`config.mk`:
```
export PLATFORM = sky130hd
export DESIGN_NAME = garage_system
export DESIGN_NICKNAME = d
export VERILOG_FILES = /design/src/rtl/garage_system.sv
export SDC_FILE = /design/constraint.sdc
export NUM_CORES = 1
export LEC_CHECK = 0
export ABC_AREA = 1
export CAP_MARGIN = 20
export CELL_PAD_IN_SITES_DETAIL_PLACEMENT = 0
export CELL_PAD_IN_SITES_GLOBAL_PLACEMENT = 1
export CORE_AREA = 3 3 40 42
export CTS_BUF_LIST = sky130_fd_sc_hd__clkbuf_4 sky130_fd_sc_hd__clkbuf_8
export CTS_CLUSTER_SIZE = 10
export DETAILED_ROUTE_END_ITERATION = 10
export DIE_AREA = 0 0 43 45
export GPL_TIMING_DRIVEN = 1
export PLACE_DENSITY = 0.81
export SYNTH_ARGS = -nofsm -noshare
export SYNTH_HDL_FRONTEND = slang
export SYNTH_SLANG_ARGS = --single-unit
```
`constraint.sdc`:
```
create_clock -name clock -period 4.85 [get_ports clock]
set_clock_uncertainty 0.1 [all_clocks]
set_input_delay 1.2125 -clock clock [delete_from_list [all_inputs] [get_ports clock]]
set_output_delay 1.2125 -clock clock [all_outputs]
set_load 0.05 [all_outputs]
```
`src/rtl/garage_system.sv`:
```
// Parking-garage occupancy controller: counts cars, grants entry/exit with
// one-cycle door pulses, flags full. Optional status outputs (car_count,
// garage_is_empty) are enabled by defining GARAGE_STATUS_EN.
module garage_system #(
    parameter int unsigned MAX_NUM     = 10,
    parameter int unsigned LOG_MAX_NUM = 4
) (
    input  logic                   clock,
    input  logic                   reset_n,            // active-high despite the name
    input  logic                   car_entry_request,
    input  logic                   car_exit_request,
    output logic                   open_entry_door,
    output logic                   open_exit_door,
    output logic                   garage_is_complete
`ifdef GARAGE_STATUS_EN
    ,
    output logic [LOG_MAX_NUM-1:0] car_count,
    output logic                   garage_is_empty
`endif
);

    localparam logic [LOG_MAX_NUM-1:0] FULL_CNT = LOG_MAX_NUM'(MAX_NUM);
    localparam logic [LOG_MAX_NUM-1:0] ONE_CNT  = LOG_MAX_NUM'(1);

    // Occupancy register keeps its plain name so it can be probed directly.
    logic [LOG_MAX_NUM-1:0] counter;
    logic [LOG_MAX_NUM-1:0] counter_d;

    logic entry_q, entry_d;
    logic exit_q, exit_d;
    logic open_entry_door_q, open_entry_door_d;
    logic open_exit_door_q, open_exit_door_d;
    logic garage_is_complete_q, garage_is_complete_d;

    logic entry_evt_c;
    logic exit_evt_c;
    logic entry_ok_c;
    logic exit_ok_c;

    // Rising-edge qualification and grant decision against the current count.
    always_comb begin
        entry_evt_c = car_entry_request & ~entry_q;
        exit_evt_c  = car_exit_request & ~exit_q;
        entry_ok_c  = entry_evt_c & (counter != FULL_CNT);
        exit_ok_c   = exit_evt_c & (counter != '0);
    end

    // Next-state: counter update, door pulses and full flag from the new count.
    always_comb begin
        counter_d            = counter;
        entry_d              = car_entry_request;
        exit_d               = car_exit_request;
        open_entry_door_d    = entry_ok_c;
        open_exit_door_d     = exit_ok_c;

        unique case ({entry_ok_c, exit_ok_c})
            2'b10:   counter_d = counter + ONE_CNT;
            2'b01:   counter_d = counter - ONE_CNT;
            default: counter_d = counter;
        endcase

        garage_is_complete_d = (counter_d == FULL_CNT);
    end

    // State registers; reset wins over any request in the same cycle.
    always_ff @(posedge clock) begin
        if (reset_n) begin
            counter              <= '0;
            entry_q              <= 1'b0;
            exit_q               <= 1'b0;
            open_entry_door_q    <= 1'b0;
            open_exit_door_q     <= 1'b0;
            garage_is_complete_q <= 1'b0;
        end else begin
            counter              <= counter_d;
            entry_q              <= entry_d;
            exit_q               <= exit_d;
            open_entry_door_q    <= open_entry_door_d;
            open_exit_door_q     <= open_exit_door_d;
            garage_is_complete_q <= garage_is_complete_d;
        end
    end

    assign open_entry_door    = open_entry_door_q;
    assign open_exit_door     = open_exit_door_q;
    assign garage_is_complete = garage_is_complete_q;

`ifdef GARAGE_STATUS_EN
    logic garage_is_empty_q, garage_is_empty_d;

    // Empty flag tracks the next count so it changes with the counter.
    always_comb begin
        garage_is_empty_d = (counter_d == '0);
    end

    // Empty flag register; an empty garage is the reset condition.
    always_ff @(posedge clock) begin
        if (reset_n) begin
            garage_is_empty_q <= 1'b1;
        end else begin
            garage_is_empty_q <= garage_is_empty_d;
        end
    end

    assign car_count       = counter;
    assign garage_is_empty = garage_is_empty_q;
`endif

endmodule

```
==> impl_metrics.py, run 1 <==
metrics = {
    "sta": {
        "drv_slew": 0,
        "relSlewSlack": 0.666,
        "rsz0062_at_grt": "no",
        "hold_violations": 0,
        "fin_crit_ns": 3.06,
        "fmax_ghz": 0.327,
        "tightestPinTransition_ns": 0.500,
        "period_share": 0.630,
        "setup_tns_ns": 0,
        "setup_viol": 0,
        "setup_slack_ns": 1.79,
    },
    "finish": {
        "num_antenna_cells": 0,
        "register_area_um2": 180,
        "filler_cell_count": 135,
        "fin_nets": 79,
        "area_delta_synth_final_pct": 23.8,
        "multi_input_area_um2": 213,
        "fin_area_um2": 547,
        "drive_above_1_share": 0.0714,
    },
    "setup_path": {
        "slowest_delay_ns": 0.45,
        "r2r_slack_ns": 2.75,
        "slowest_stage": "clkdlybuf4s50_1",
        "worst-setup-path-type": "primary input to register",
        "worstPathMaxFanout": 4,
        "crit_chain": "clkdlybuf4s50_1 > inv_1 > nor2_1 > nand2_1 > inv_1 > ha_1 > inv_1 > fa_1 > xnor2_1 > o21ai_0 > nand2_1 > nor2_1",
        "setup.worst_path.end_class": "register",
        "cp_data_arrival_time_ns": 3.15,
        "cp_common_cell": "inv_1",
        "worstPathRequired_ns": 4.94,
        "cp-start-kind": "primary input",
    },
    "floorplan": {
        "io_pins": 7,
        "start_util": 0.344,
        "rows": 13,
        "dieWidth_um": 43,
        "dieArea_um2": 1940,
        "core_um2": 1280,
        "die_h_um": 45,
    },
    "clocking": {
        "root_buffer": "clkbuf_4",
        "clk_pin_slew_ns": 0.06,
        "cts_tree": "done",
        "htree_levels": 1,
        "cts_resized": 0,
        "ctsHoldBuffers": 0,
        "clock_latency_ns": 0.25,
        "cts_sinks": 9,
        "ctsLongestPathBuffers": 2,
        "cts_buffers": 3,
        "cts_setup_buffers": 0,
    },
    "global_routing": {
        "global_route.usage.met1": 0.103,
        "grtUsageTotal": 0.0971,
        "met2_usage": 0.168,
        "busiest_layer": "met2",
        "overflow": 0,
        "grt_util_met3": 0.0239,
        "antenna_found_initial": 0,
        "grt_max_degree": 9,
        "grt_pass1_wl_um": 1370,
        "grt_pass1_vias": 349,
    },
    "yosys": {
        "synthDominantCellAreaShare": 0.408,
        "yosys.area.top_type": "dfxtp_1",
        "syn-num-nets": 69,
        "synthesis.area_um2": 442,
        "yosysWarnings": 0,
        "syn_inst": 61,
        "synthTopCellsByArea": "dfxtp_1 (41%), nand2_1 (11%), nor2_1 (10%)",
        "avgSynthCellArea_um2": 7.24,
        "ys_seq_area_frac": 0.408,
        "synth.distinct_cells": 15,
        "ys_ff_latch": 9,
    },
    "place": {
        "placed_area_um2": 517,
        "dpl.hpwl_um": 626,
        "place_ws_ns": 1.54,
        "gp_congestion": 0.693,
        "io_buffers": 6,
    },
    "power": {
        "pwr-share-comb": 0.508,
        "p_clk_frac": 0.173,
        "p_int_mw": 0.204,
        "net-switching-power_mw": 0.145,
        "power.density_nw_per_um2": 637,
        "seqPwrFrac": 0.319,
        "irDropWorstVdd_mv": 0.215,
        "cellLeakagePower_nw": 0.276,
        "switching_share": 0.416,
    },
    "route": {
        "wl_um": 725,
        "viasPerCell": 4.29,
        "final_antenna_net_count": 0,
        "firstDrtPassIters": 2,
        "vias": 365,
        "routedWlPerCell_um": 8.53,
        "first_iter_violations": 2,
        "drc": 0,
    },
    "job": {
        "cap_violations": 0,
    },
    "hold_path": {
        "hp-class": "register to register",
    },
    "status": {
        "status": "complete, no violations",
    },
}
## worst paths after layout
check | start | endpoint | depth (start not counted)
hold reg to reg | exit_q$_SDFF_PP0_ | open_exit_door$_SDFF_PP0_ | 3
setup reg to reg | counter[0]$_SDFF_PP0_ | garage_is_complete$_SDFF_PP0_ | 11
setup / recovery | car_exit_request | garage_is_complete$_SDFF_PP0_ | 12
hold / removal | exit_q$_SDFF_PP0_ | open_exit_door$_SDFF_PP0_ | 3
## stage by stage
step	utilization	power, mW	hold WS (ns)	instances
global placement	0.402	0.290	0.381	81
CTS	0.426	0.356	0.401	85
floorplan	-	0.252	0.368	61
detailed placement	0.402	0.292	0.391	81
finish	0.426	0.349	0.399	85
global route	0.426	0.389	0.437	85
## final cells by class
cell class / count / area share
clock buffers: 4 / 0.0549
repair buffers: 6 / 0.110
inverters: 12 / 0.0824
well taps: 15 / 0.0343
flip-flops and latches: 9 / 0.330
multi-input cells: 39 / 0.389
## layout by cell type (no fill, tap or decap), drive strengths merged
cell	instances
ha	3
o21ai	2
nand3	2
nand2	13
clkdlybuf4s50	6
clkbuf	4
a21oi	1
xnor2	2
dfxtp	9
nor2	12
inv	12
or2	1
fa	1
nand4	2
## synthesized netlist by cell type
cell       n
inv_2      1
nand4_1    2
inv_1     11
or2_1      1
nand3_1    2
a21oi_1    1
o21ai_0    1
dfxtp_1    9
nand2_1   13
fa_1       1
o21ai_1    1
clkbuf_1   1
nor2_1    12
ha_1       3
xnor2_1    2
## metal layers
metal | share of wire | vias up
li1 | - | 202
met1 | 0.44 | 157
met2 | 0.51 | 4
met3 | 0.019 | 2
met4 | 0.023 | 0
met5 | 0 | -
## state kept, by name (all words and copies together), names as in the netlist
signal              count
counter                 4
entry_q                 1
exit_q                  1
garage_is_complete      1
open_entry_door         1
open_exit_door          1
## power groups by stage
stage	clock, mW	sequential [mW]	combinational [mW]
detailed placement	0	0.113	0.179
finish	0.0603	0.111	0.177
global route	0.0672	0.115	0.207
CTS	0.0640	0.112	0.180
global placement	0	0.113	0.178
floorplan	0	0.124	0.129
## cells by family after synthesis
| group | synth area share |
|---|---|
| XOR/XNOR | 0.0397 |
| AND/OR/NAND/NOR | 0.278 |
| AO/OA/AOI/OAI | 0.0340 |
| buffers and inverters | 0.110 |
| flip-flops | 0.408 |
| adder cells (fa/ha/maj) | 0.130 |
## worst max-delay path: cells and delay by family
family,cells,cell delay (ns)
AO/OA/AOI/OAI,1,0.25
XOR/XNOR,1,0.13
adder cells (fa/ha/maj),2,0.60
buffers and inverters,4,0.63
AND/OR/NAND/NOR,4,0.34
(Power assumes the default switching activity.)
==> run 2: changes to the inputs <==
==> constraint.sdc (replaced) <==
create_clock -name clock -period 3.1 [get_ports clock]
set_clock_uncertainty 0.1 [all_clocks]
set_input_delay 0.775 -clock clock [delete_from_list [all_inputs] [get_ports clock]]
set_output_delay 0.775 -clock clock [all_outputs]
set_load 0.05 [all_outputs]
==> impl_metrics.py, run 2 (synthesis gave the netlist of run 1 again) <==
metrics = {
    "sta": {
        "tightestPinTransition_ns": 0.494,
        "period_share": 0.843,
        "setup_tns_ns": 0,
        "rsz0062_at_grt": "no",
        "drv_slew": 0,
        "fin_crit_ns": 2.61,
        "fmax_ghz": 0.383,
        "setup_viol": 0,
        "hold_violations": 0,
        "relSlewSlack": 0.670,
    },
    "setup_path": {
        "worst-setup-path-type": "primary input to register",
        "slowest_stage": "clkdlybuf4s50_1",
        "r2r_slack_ns": 1.03,
        "r2r-end": "garage_is_complete$_SDFF_PP0_",
        "cp_common_cell": "inv_1",
        "worstPathMaxFanout": 4,
        "cp-start-kind": "primary input",
        "crit_chain": "clkdlybuf4s50_1 > inv_1 > nor2_1 > nand2_1 > inv_1 > ha_1 > inv_1 > fa_1 > xnor2_1 > o21ai_0 > nand2_1 > nor2_1",
        "worstPathRequired_ns": 3.20,
        "cp_data_arrival_time_ns": 2.71,
        "cp-startpoint": "car_exit_request",
        "reg2reg_from": "counter[0]$_SDFF_PP0_",
        "slowest_delay_ns": 0.45,
        "setup.worst_path.end_class": "register",
        "ff2ff_path_depth": 11,
    },
    "clocking": {
        "htree_levels": 1,
        "cts_resized": 0,
        "ctsHoldBuffers": 0,
        "ctsLongestPathBuffers": 2,
        "cts_setup_buffers": 0,
        "cts_tree": "done",
        "root_buffer": "clkbuf_4",
        "clk_pin_slew_ns": 0.06,
        "cts_buffers": 3,
        "clock_latency_ns": 0.25,
        "cts_sinks": 9,
    },
    "floorplan": {
        "core_um2": 1280,
        "dieArea_um2": 1940,
        "dieWidth_um": 43,
        "io_pins": 7,
        "start_util": 0.344,
        "rows": 13,
        "die_h_um": 45,
    },
    "global_routing": {
        "overflow": 0,
        "grt_pass1_vias": 359,
        "grt_pass1_wl_um": 1330,
        "grtUsageTotal": 0.0920,
        "grt_max_degree": 9,
        "antenna_found_initial": 0,
    },
    "place": {
        "gp_congestion": 0.750,
        "io_buffers": 6,
        "placed_area_um2": 517,
        "dpl.hpwl_um": 601,
    },
    "finish": {
        "drive_above_1_share": 0.0714,
        "fin_nets": 79,
        "area_delta_synth_final_pct": 23.8,
        "fin_area_um2": 547,
        "register_area_um2": 180,
        "multi_input_area_um2": 213,
        "largest_reg_flops": 4,
        "filler_cell_count": 141,
        "final_common_cell": "nand2_1",
        "num_antenna_cells": 0,
        "top_register": "counter",
        "mostFrequentLayoutCells": "nand2_1 (13), nor2_1 (12), inv_1 (11)",
    },
    "route": {
        "routedWlPerCell_um": 8.58,
        "drc": 0,
        "final_antenna_net_count": 0,
        "wl_um": 729,
        "vias": 376,
        "viasPerCell": 4.42,
        "first_iter_violations": 7,
        "firstDrtPassIters": 4,
    },
    "power": {
        "power.density_nw_per_um2": 997,
        "cellLeakagePower_nw": 0.276,
        "power.total_mw": 0.545,
        "irDropWorstVdd_mv": 0.338,
    },
    "hold_path": {
        "hp-class": "register to register",
        "hold_path_depth": 3,
        "hold_end": "open_exit_door$_SDFF_PP0_",
        "hp-start": "exit_q$_SDFF_PP0_",
    },
    "status": {
        "status": "complete, no violations",
    },
    "job": {
        "cap_violations": 0,
    },
}
[run 2: through the flow]
stage	instances	setup slack (ns)	util	hold slack (ns)
6_report	85	0.487	0.426	0.390
5_1_grt	85	0.294	0.426	0.434
4_1_cts	85	0.487	0.426	0.397
3_5_place_dp	81	0.225	0.402	0.388
3_3_place_gp	81	0.217	0.402	0.384
2_1_floorplan	61	0.874	-	0.368
[run 2: area by class of cell]
class,instances,area share
sequential,9,0.330
clock buffer,4,0.0549
tap,15,0.0343
timing repair buffer,6,0.110
inverter,12,0.0824
multi-input combinational,39,0.389
[run 2: where the power goes]
| group | internal (mW) | switching, mW |
|---|---|---|
| logic | 0.109 | 0.165 |
| clock network | 0.0582 | 0.0381 |
| registers | 0.150 | 0.0237 |
| total | 0.318 | 0.227 |
[run 2: worst max path at each step]
stage,endpoint,slack (ns),depth (start not counted)
3_3_place_gp,garage_is_complete$_SDFF_PP0_,0.22,12
3_5_place_dp,garage_is_complete$_SDFF_PP0_,0.23,12
5_1_grt,garage_is_complete$_SDFF_PP0_,0.29,12
2_1_floorplan,garage_is_complete$_SDFF_PP0_,0.87,11
4_1_cts,garage_is_complete$_SDFF_PP0_,0.49,12
6_report,garage_is_complete$_SDFF_PP0_,0.49,12
[run 2: worst max-delay path, delay by kind of cell]
| family | cells | cell delay, ns |
|---|---|---|
| compound gates | 1 | 0.21 |
| buf+inv | 4 | 0.63 |
| simple gates | 4 | 0.37 |
| xor+xnor | 1 | 0.13 |
| fa+ha+maj | 2 | 0.59 |
[run 2: per-layer routing]
| metal | GRT usage | vias to the layer above | wire [um] |
|---|---|---|---|
| met5 | 0 | - | 0 |
| met4 | 0.0723 | 0 | 0 |
| met3 | 0.0120 | 0 | 12 |
| met2 | 0.150 | 4 | 353 |
| met1 | 0.110 | 172 | 362 |
| li1 | - | 200 | - |
==> run 3: changes to the inputs <==
--- a/config.mk
+++ b/config.mk
@@ -9,13 +9,13 @@
 export CAP_MARGIN = 20
 export CELL_PAD_IN_SITES_DETAIL_PLACEMENT = 0
 export CELL_PAD_IN_SITES_GLOBAL_PLACEMENT = 1
-export CORE_AREA = 3 3 40 42
+export CORE_MARGIN = 3
+export CORE_UTILIZATION = 34
 export CTS_BUF_LIST = sky130_fd_sc_hd__clkbuf_4 sky130_fd_sc_hd__clkbuf_8
 export CTS_CLUSTER_SIZE = 10
 export DETAILED_ROUTE_END_ITERATION = 10
-export DIE_AREA = 0 0 43 45
 export GPL_TIMING_DRIVEN = 1
-export PLACE_DENSITY = 0.81
+export PLACE_DENSITY = 0.85
 export SYNTH_ARGS = -nofsm -noshare
 export SYNTH_HDL_FRONTEND = slang
 export SYNTH_SLANG_ARGS = --single-unit
==> constraint.sdc (replaced) <==
create_clock -name clock -period 2.4 [get_ports clock]
set_clock_uncertainty 0.1 [all_clocks]
set_input_delay 0.6 -clock clock [delete_from_list [all_inputs] [get_ports clock]]
set_output_delay 0.6 -clock clock [all_outputs]
set_load 0.05 [all_outputs]
==> impl_metrics.py, run 3 (synthesis gave the netlist of run 1 again) <==
metrics = {
    "route": {
        "drc": 0,
        "firstDrtPassIters": 3,
        "first_iter_violations": 3,
        "final_antenna_net_count": 0,
        "vias": 385,
        "viasPerCell": 4.28,
        "routedWlPerCell_um": 8.68,
        "wl_um": 781,
    },
    "setup_path": {
        "cp_data_arrival_time_ns": 2.37,
        "worstPathRequired_ns": 2.50,
        "worstPathMaxFanout": 3,
        "worst-setup-path-type": "primary input to register",
        "setup.worst_path.end_class": "register",
        "cp-start-kind": "primary input",
    },
    "finish": {
        "fin_nets": 85,
        "filler_cell_count": 121,
        "register_area_um2": 180,
        "drive_above_1_share": 0.184,
        "final_core_util": 0.524,
        "mostFrequentLayoutCells": "nor2_1 (12), nand2_1 (12), inv_1 (10)",
        "area_delta_synth_final_pct": 37.1,
        "multi_input_area_um2": 228,
        "top_register": "counter",
        "largest_reg_flops": 4,
        "num_antenna_cells": 0,
    },
    "power": {
        "switching_share": 0.409,
        "pwr-share-comb": 0.535,
        "p_int_mw": 0.449,
        "power.density_nw_per_um2": 1260,
        "irDropWorstVdd_mv": 0.537,
        "net-switching-power_mw": 0.311,
        "p_clk_frac": 0.167,
        "cellLeakagePower_nw": 0.302,
        "seqPwrFrac": 0.298,
    },
    "clocking": {
        "htree_levels": 1,
        "cts_buffers": 3,
        "clock_latency_ns": 0.26,
        "clk_pin_slew_ns": 0.06,
        "ctsLongestPathBuffers": 2,
        "ctsHoldBuffers": 0,
        "root_buffer": "clkbuf_4",
        "cts_sinks": 9,
        "cts_setup_buffers": 0,
        "cts_tree": "done",
    },
    "global_routing": {
        "grtUsageTotal": 0.111,
        "grt_pass1_vias": 337,
        "overflow": 0,
        "antenna_found_initial": 0,
        "grt_max_degree": 9,
        "grt_pass1_wl_um": 1410,
    },
    "place": {
        "dpl.hpwl_um": 619,
        "io_buffers": 6,
        "gp_congestion": 0.780,
        "place_ws_ns": -0.198,
    },
    "sta": {
        "fmax_ghz": 0.440,
        "period_share": 0.946,
        "setup_slack_ns": 0.129,
        "hold_ws_ns": 0.496,
        "fin_crit_ns": 2.27,
        "drv_slew": 0,
        "setup_viol": 0,
        "hold_violations": 0,
        "tightestPinTransition_ns": 0.495,
        "rsz0062_at_grt": "no",
        "relSlewSlack": 0.669,
    },
    "floorplan": {
        "core_um2": 1160,
        "dieArea_um2": 1770,
        "dieWidth_um": 42.0,
        "start_util": 0.382,
        "io_pins": 7,
        "rows": 12,
        "die_h_um": 42.0,
    },
    "job": {
        "cap_violations": 0,
    },
    "hold_path": {
        "hp-class": "register to register",
    },
    "status": {
        "status": "complete, no violations",
    },
}
-- run 3: cell types whose count changed in the layout (fill, tap and decap cells not counted) --
| cell | delta |
|---|---|
| buf_4 | +6 |
| ha_1 | -1 |
| ha_4 | +1 |
| inv_1 | -1 |
| inv_2 | +1 |
| nand2_1 | -1 |
| nand2_2 | +1 |
| o21ai_0 | -1 |
| o21ai_1 | +1 |
-- run 3: path summary, 6_finish.rpt --
path	slack, ns	start	endpoint	cells after the start
worst max register to register	0.47	counter[0]$_SDFF_PP0_	garage_is_complete$_SDFF_PP0_	12
worst min register to register	0.50	exit_q$_SDFF_PP0_	open_exit_door$_SDFF_PP0_	4
worst max-delay path	0.13	car_entry_request	garage_is_complete$_SDFF_PP0_	12
worst min-delay path	0.50	exit_q$_SDFF_PP0_	open_exit_door$_SDFF_PP0_	4
-- run 3: area by class of cell --
cell class	instances	share of cell area
clock buffers	4	0.0496
inverters	12	0.0744
multi-input cells	39	0.376
flip-flops and latches	9	0.298
well taps	14	0.0289
repair buffers	12	0.174
-- run 3: power by group through the flow --
stage | sequential (mW) | clock (mW) | combinational (mW)
floorplan | 0.250 | 0 | 0.260
global placement | 0.229 | 0 | 0.380
detailed placement | 0.230 | 0 | 0.384
CTS | 0.226 | 0.134 | 0.385
global route | 0.234 | 0.140 | 0.477
finish | 0.227 | 0.127 | 0.406
-- run 3: repair_timing --
action,in CTS,in global routing
endpoints found under the hold margin,0,0
setup endpoints to repair,0,3
resized for setup,0,5
-- run 3: through the flow --
stage | power, mW | instances | TNS (ns) | cell area, um^2
after floorplan | 0.510 | 61 | 0 | 442
after global placement | 0.609 | 86 | -0.617 | 561
after detailed placement | 0.613 | 86 | -0.621 | 561
after CTS | 0.746 | 90 | 0 | 591
after global routing | 0.850 | 90 | 0 | 606
final | 0.760 | 90 | 0 | 606
-- run 3: metal layers --
metal | vias to the layer above | track usage | part of all wire
li1 | 213 | - | -
met1 | 162 | 0.135 | 0.48
met2 | 6 | 0.154 | 0.45
met3 | 4 | 0.0258 | 0.022
met4 | 0 | 0.112 | 0.044
met5 | - | 0 | 0
-- run 3: critical path, stage by stage --
cell and delay [ns]:
clkdlybuf4s50_1 0.45, inv_1 0.04, nor2_1 0.12, nand2_2 0.09
ha_4 0.17, inv_1 0.07, fa_1 0.40, nand2_1 0.07
o21ai_1 0.09, nor2_1 0.10, nand2_1 0.06, nor2_1 0.10
